[config.mk]
export PLATFORM = sky130hd
export DESIGN_NAME = acf_inverse_search
export DESIGN_NICKNAME = d
export VERILOG_FILES = /design/src/rtl/acf_inverse_search.sv
export SDC_FILE = /design/constraint.sdc
export NUM_CORES = 1
export LEC_CHECK = 0
export BUFFER_PORTS_ARGS = -buffer_cell sky130_fd_sc_hd__buf_2
export CORE_MARGIN = 2
export CORE_UTILIZATION = 45
export DETAILED_ROUTE_END_ITERATION = 12
export PLACE_DENSITY = 0.6
export RECOVER_POWER = 100
export SLEW_MARGIN = 20
export SYNTH_ARGS = -nofsm -noshare
export SYNTH_HDL_FRONTEND = slang
export SYNTH_SLANG_ARGS = --single-unit
export TNS_END_PERCENT = 50
[constraint.sdc]
create_clock -name clk -period 2.55 [get_ports clk]
set_clock_uncertainty 0.05 [all_clocks]
set_input_delay 0.1275 -clock clk [delete_from_list [all_inputs] [get_ports clk]]
set_output_delay 0.1275 -clock clk [all_outputs]
set_load 0.01 [all_outputs]
[src/rtl/acf_inverse_search.sv]
// Brute-force inverse autocorrelator: scans candidates 0..2^N-1 in ascending order and
// returns the first whose serially-computed ACF (one bit product per cycle) matches target.
module acf_inverse_search #(
  parameter  int N = 3,
  localparam int W = $clog2(N+1)
) (
  input  logic           clk,
  input  logic           rst,
  input  logic           start,
  input  logic [N*W-1:0] target,
  output logic           busy,
  output logic           done,
  output logic           found,
  output logic [N-1:0]   seq
);

  localparam int KW = (N > 1) ? $clog2(N) : 1;
  localparam logic [KW-1:0] K_LAST = KW'(N-1);

  typedef enum logic [2:0] {
    S_IDLE,
    S_MAC,
    S_CHECK,
    S_NEXT,
    S_DONE
  } state_t;

  state_t         state_q;
  logic [N*W-1:0] tgt_q;
  logic [N-1:0]   cand_q;
  logic [KW-1:0]  k_q;
  logic [KW-1:0]  j_q;
  logic [W-1:0]   acc_q;
  logic           busy_q;
  logic           done_q;
  logic           found_q;
  logic [N-1:0]   seq_q;

  logic [KW:0]    idx;
  logic           prod;
  logic           last_j;
  logic [W-1:0]   acc_d;
  logic [W-1:0]   tgt_lag;

  // j+k never exceeds N-1, so the low KW bits of the sum are a valid bit index
  always_comb begin
    idx    = {1'b0, j_q} + {1'b0, k_q};
    prod   = cand_q[j_q] & cand_q[idx[KW-1:0]];
    last_j = (idx == (KW+1)'(N-1));
    acc_d  = acc_q + {{(W-1){1'b0}}, prod};
    tgt_lag = '0;
    for (int i = 0; i < N; i++) begin
      if (k_q == KW'(i)) tgt_lag = tgt_q[i*W +: W];
    end
  end

  always_ff @(posedge clk) begin
    if (rst) begin
      state_q <= S_IDLE;
      tgt_q   <= '0;
      cand_q  <= '0;
      k_q     <= '0;
      j_q     <= '0;
      acc_q   <= '0;
      busy_q  <= 1'b0;
      done_q  <= 1'b0;
      found_q <= 1'b0;
      seq_q   <= '0;
    end else begin
      case (state_q)
        S_IDLE: begin
          busy_q <= 1'b0;
          done_q <= 1'b0;
          if (start) begin
            tgt_q   <= target;
            cand_q  <= '0;
            k_q     <= '0;
            j_q     <= '0;
            acc_q   <= '0;
            busy_q  <= 1'b1;
            state_q <= S_MAC;
          end
        end
        S_MAC: begin
          acc_q <= acc_d;
          if (last_j) state_q <= S_CHECK;
          else        j_q     <= j_q + KW'(1);
        end
        S_CHECK: begin
          // A mismatch on any lag rejects the candidate without evaluating later lags
          if (acc_q != tgt_lag) begin
            state_q <= S_NEXT;
          end else if (k_q == K_LAST) begin
            seq_q   <= cand_q;
            found_q <= 1'b1;
            done_q  <= 1'b1;
            state_q <= S_DONE;
          end else begin
            k_q     <= k_q + KW'(1);
            j_q     <= '0;
            acc_q   <= '0;
            state_q <= S_MAC;
          end
        end
        S_NEXT: begin
          if (&cand_q) begin
            seq_q   <= '0;
            found_q <= 1'b0;
            done_q  <= 1'b1;
            state_q <= S_DONE;
          end else begin
            cand_q  <= cand_q + N'(1);
            k_q     <= '0;
            j_q     <= '0;
            acc_q   <= '0;
            state_q <= S_MAC;
          end
        end
        S_DONE: begin
          done_q  <= 1'b0;
          busy_q  <= 1'b0;
          state_q <= S_IDLE;
        end
        default: state_q <= S_IDLE;
      endcase
    end
  end

  assign busy  = busy_q;
  assign done  = done_q;
  assign found = found_q;
  assign seq   = seq_q;

endmodule

* After elaboration in Yosys (flattened, before gate mapping)
Cells that the tools add are included.
Widths: inputs -> output; s select.
** Storage, ports and cells
- Register bits :: 24
- Input port bits :: 9
** Operators by class
- $add $sub $neg :: 5
- Order comparisons :: 2
- Equality and inequality tests :: 16
- Mux-type cells :: 38
- Bitwise operators :: 1
- Reductions and logical operators :: 18
** Operators by type and width (number)
- $mux 3 :: 10
- $mux 2 :: 10
- $ne 2x2->1 const B :: 8
- $pmux 2 s4 :: 2
- $pmux 3 s2 :: 2
- $pmux 3 s4 :: 1
- $reduce_and 5->1 :: 2
- $eq 3x2->1 const B :: 3
- $reduce_and 4->1 :: 2
- $mux 1 :: 7
- $lt 2x3->1 const B :: 2
- $pmux 2 s3 :: 1
- $reduce_and 3->1 :: 2
- $reduce_and 6->1 :: 1
- $reduce_bool 2->1 :: 3
- $reduce_bool 3->1 :: 2
- $add 2x1->2 const B :: 2
- $bmux 1 s2 :: 2
- $pmux 1 s2 :: 2
- $reduce_and 2->1 :: 2
- $reduce_bool 4->1 :: 1
- $add 2x2->3 :: 1
- $add 3x1->3 const B :: 1
- $eq 3x1->1 const B :: 1
- 10 further kinds :: 10

* Depth between registers and ports, before layout
- Depth after elaboration :: 7
- Depth in mapped cells :: 9

* Least setup slack after synthesis
Ideal clock, no wire load.
- Kind :: register to register
- Start :: reg k_q[0]
- End :: reg acc_q[0]
- Library setup time :: 0.086 ns
- Data arrival time :: 2.022 ns
- Required time :: 2.414 ns
- Slack :: 0.392 ns
- Cell stages (with the launch flop) :: 9
- Buffers on the path :: 0
- Period minus slack after synthesis :: 2.158 ns
- Path through :: dfxtp_1 -> ha_1 -> fa_1 -> mux2i_1 -> o22ai_1 -> and3_1 -> ha_1 -> a21oi_1 -> a211oi_1
** Between the ends
- Longest elaborated chain between the ends :: 7
** RTL lines
- from (decl) :: line 31 : logic [KW-1:0] k_q;
- from (signal assigned) :: line 99 : k_q <= k_q + KW'(1);
- parallel branches: the longest is 7 deep, another holds $add 2x2->3
- to (signal assigned) :: line 64 : acc_q <= '0;
- to (signal assigned) :: line 85 : acc_q <= acc_d;
- to (signal assigned) :: line 101 : acc_q <= '0;
- to (decl) :: line 33 : logic [W-1:0] acc_q;
Several ways; the timed one is not identified. The select of a mux whose other input is x is not followed.
A chain may end at the register's enable or synchronous reset.

* Worst setup path in the final report
Same ends and word-level chain as after synthesis.

==> results.md <==
- Status: finished, violations left
- Failing checks: negative hold slack
- Placed cells: between 150 and 200
- First-pass GRT wire length: 4.69 mm
- TritonCTS clock tree: yes
- CP Launch Type: flop
- Register area share after synthesis: 0.354
- CTS hold repair buffers: 2
- Total power: 0.670 mW
- GRT Util Overall: 0.175
- Leakage: roughly 0.56 nW
- Largest net degree at the start of global routing: 24
- Max-slew violations: 0
- Syn Area/Cell: 8.98 µm²
- Syn nets: 168
- CP Launch Point: k_q[0]
- Cell Pwr Density: roughly 460 nW/µm²
- DRT iter0 DRCs: 42
- Routability Congestion: 0.825
- Die Y: 58.9 µm
- DR WL/cell: ~14 µm
- Initial Utilization: 0.483
- Initial antenna violation count: 0
- Total Wirelength: 2.81 mm
- Post-CTS Resized: 0
- Root buf cell: clkbuf_4
- Worst Path Max Fanout: 5
- Synth warnings: 0
- # port buffers: 14
- Placement Rows: 19
- # DRC: 0
- First-pass iteration count of the detailed router: 4
- Final #Nets: between 150 and 200
- Max Freq: ~430 MHz
- Critical path class: flop to flop
- Syn Inst Count: roughly 150
- Critical Path AT: between 2 and 3 ns
- Die area: 3470 µm²
- Setup ws final: 0.218 ns
- FF-to-FF Start: k_q[0]
- Area share of the largest cell type after synthesis: 0.354
- Worst hold path type: input pin to flop
- Final Hold Fails: 1
- RSZ-0062 raised after global routing: no
- Via density: 5.76
- Setup violators final: 0
- Critical Path RT: 2.74 ns
- Area leader, netlist: dfxtp_1
- Layout Area Growth over Synthesis: 8.03%
- Hpwl dp: 2.12 mm
- Die Span X: 58.9 µm
- Clock Sinks: 24
- Worst Setup End Kind: flop
- Number of global-route vias before repair: 1,065
- Total gr overflow: 0
- Post-synthesis register bit count: 24
- Netlist Area Pre-Place: between 1000 and 1500 µm²
- Ranking of synthesized cells by area: dfxtp_1 (35%), mux2i_1 (7.4%), ha_1 (6.5%)
- Worst skew pair latency: 0.31 ns
- Clock-pin slew on the worst setup and hold paths: 0.13 ns
- Slew @ Worst Pin: between 0.6 and 0.7 ns
- H-tree Lvls: 1
- Hold slack: -0.00267 ns
- Period utilization: 0.914
- HP Start: target[2]
- Postcts setup bufs: 0
- Yosys cell types: 41
- Cell Count, Final, Fillers Out: 197
- Num ports: 15
- Pre-CTS setup slack: 0.245 ns
- Antenna Nets Post-Route: 0
- Minimum clock period: between 2 and 2.5 ns
- Fraction of layout cells with a size suffix above 1: 0.114
- Num CTS Buffers: 3
- Max cap viols: 0
- Ant. Diodes: 0
- Area of the core: roughly 2800 µm²
- Worst relative slew slack: 0.536
- Setup TNS Final: 0 ns
- Max VDD drop: 0.321 mV
- Clock buffer depth: 2
- DR vias: 1,134
## stage by stage
stage / instance area, µm² / util
finish: 1470 / 0.522
global route: 1470 / 0.522
CTS: 1490 / 0.532
detailed placement: 1440 / 0.512
global placement: 1440 / 0.512
floorplan: 1360 / -
## cell usage after synthesis (all sizes together)
library cell / instances
nor3: 5
nand2: 8
a211oi: 5
a31o: 1
a31oi: 4
dfxtp: 24
nor4b: 2
xnor2: 3
ha: 7
fa: 1
o22ai: 3
nor3b: 2
or4: 1
a21boi: 1
and2b: 1
inv: 9
nor2: 18
o22a: 2
a32oi: 1
o21ai: 6
nor2b: 3
nand4bb: 1
clkbuf: 3
buf: 3
and4bb: 1
mux2i: 10
nand4: 1
a21oi: 10
and3: 1
a22o: 3
or3: 1
nand2b: 4
a311oi: 1
nand3: 2
or2b: 1
nand3b: 2
## power by group
group	switching (mW)	internal, mW	total [mW]
clock	0.110	0.0873	0.197
combinational	0.0422	0.0334	0.0756
sequential	0.0115	0.385	0.397
total	0.164	0.506	0.670
## worst max-delay path, stage by stage (launching register included)
cell and delay, ns:
dfxtp_1 0.38, ha_1 0.22, fa_1 0.54, mux2i_1 0.21, o22ai_1 0.09, and3_1 0.19, ha_1 0.28, a21oi_1 0.06
a211oi_1 0.23
## cell type report
class | count | area (µm²)
clock buffer | 4 | 36.3
fill | 282 | 1340
tap | 31 | 38.8
timing repair buffer | 17 | 86.3
sequential | 24 | 480
inverter | 9 | 33.8
multi-input combinational | 112 | 790
## layer usage
layer	part of all wire	track usage
met3	0.035	0.0198
met4	0.014	0.0584
met1	0.45	0.221
met5	0	0
met2	0.50	0.308
## kinds of logic after synthesis
| logic type | after synthesis | synth area share |
|---|---|---|
| compound gates | 37 | 0.186 |
| flops | 24 | 0.354 |
| xor+xnor | 3 | 0.0194 |
| fa+ha+maj | 8 | 0.0793 |
| buf+inv | 15 | 0.0517 |
| simple gates | 54 | 0.235 |
| mux | 10 | 0.0738 |
## path summary, 6_finish.rpt
check / end / slack [ns] / depth (start not counted)
max: acc_q[0] / 0.22 / 8
min: tgt_q[2] / -0.003 / 3
max reg2reg: acc_q[0] / 0.22 / 8
min reg2reg: found / 0.43 / 2
## cell usage in the layout (no fill, tap or decap), types with 3 or more instances in the layout
cell	netlist	routed
dfxtp_1	24	24
o21ai_0	6	6
nor2_1	17	17
nand2b_1	4	4
nand2_1	7	7
a22o_1	3	3
nor2b_1	3	3
xnor2_1	3	3
ha_1	7	7
a21oi_1	10	10
clkbuf_1	2	7
clkbuf_4	0	3
nor3_1	5	5
a31oi_1	4	4
buf_2	3	8
inv_1	9	9
o22ai_1	2	3
mux2i_1	10	10
a211oi_1	5	5
## state kept, by name (all words and copies together) (netlist names)
signal	flops
acc_q	2
seq	3
busy	1
done	1
j_q	2
found	1
k_q	2
cand_q	3
state_q	3
tgt_q	6
Power figures use the tool's default switching activity.
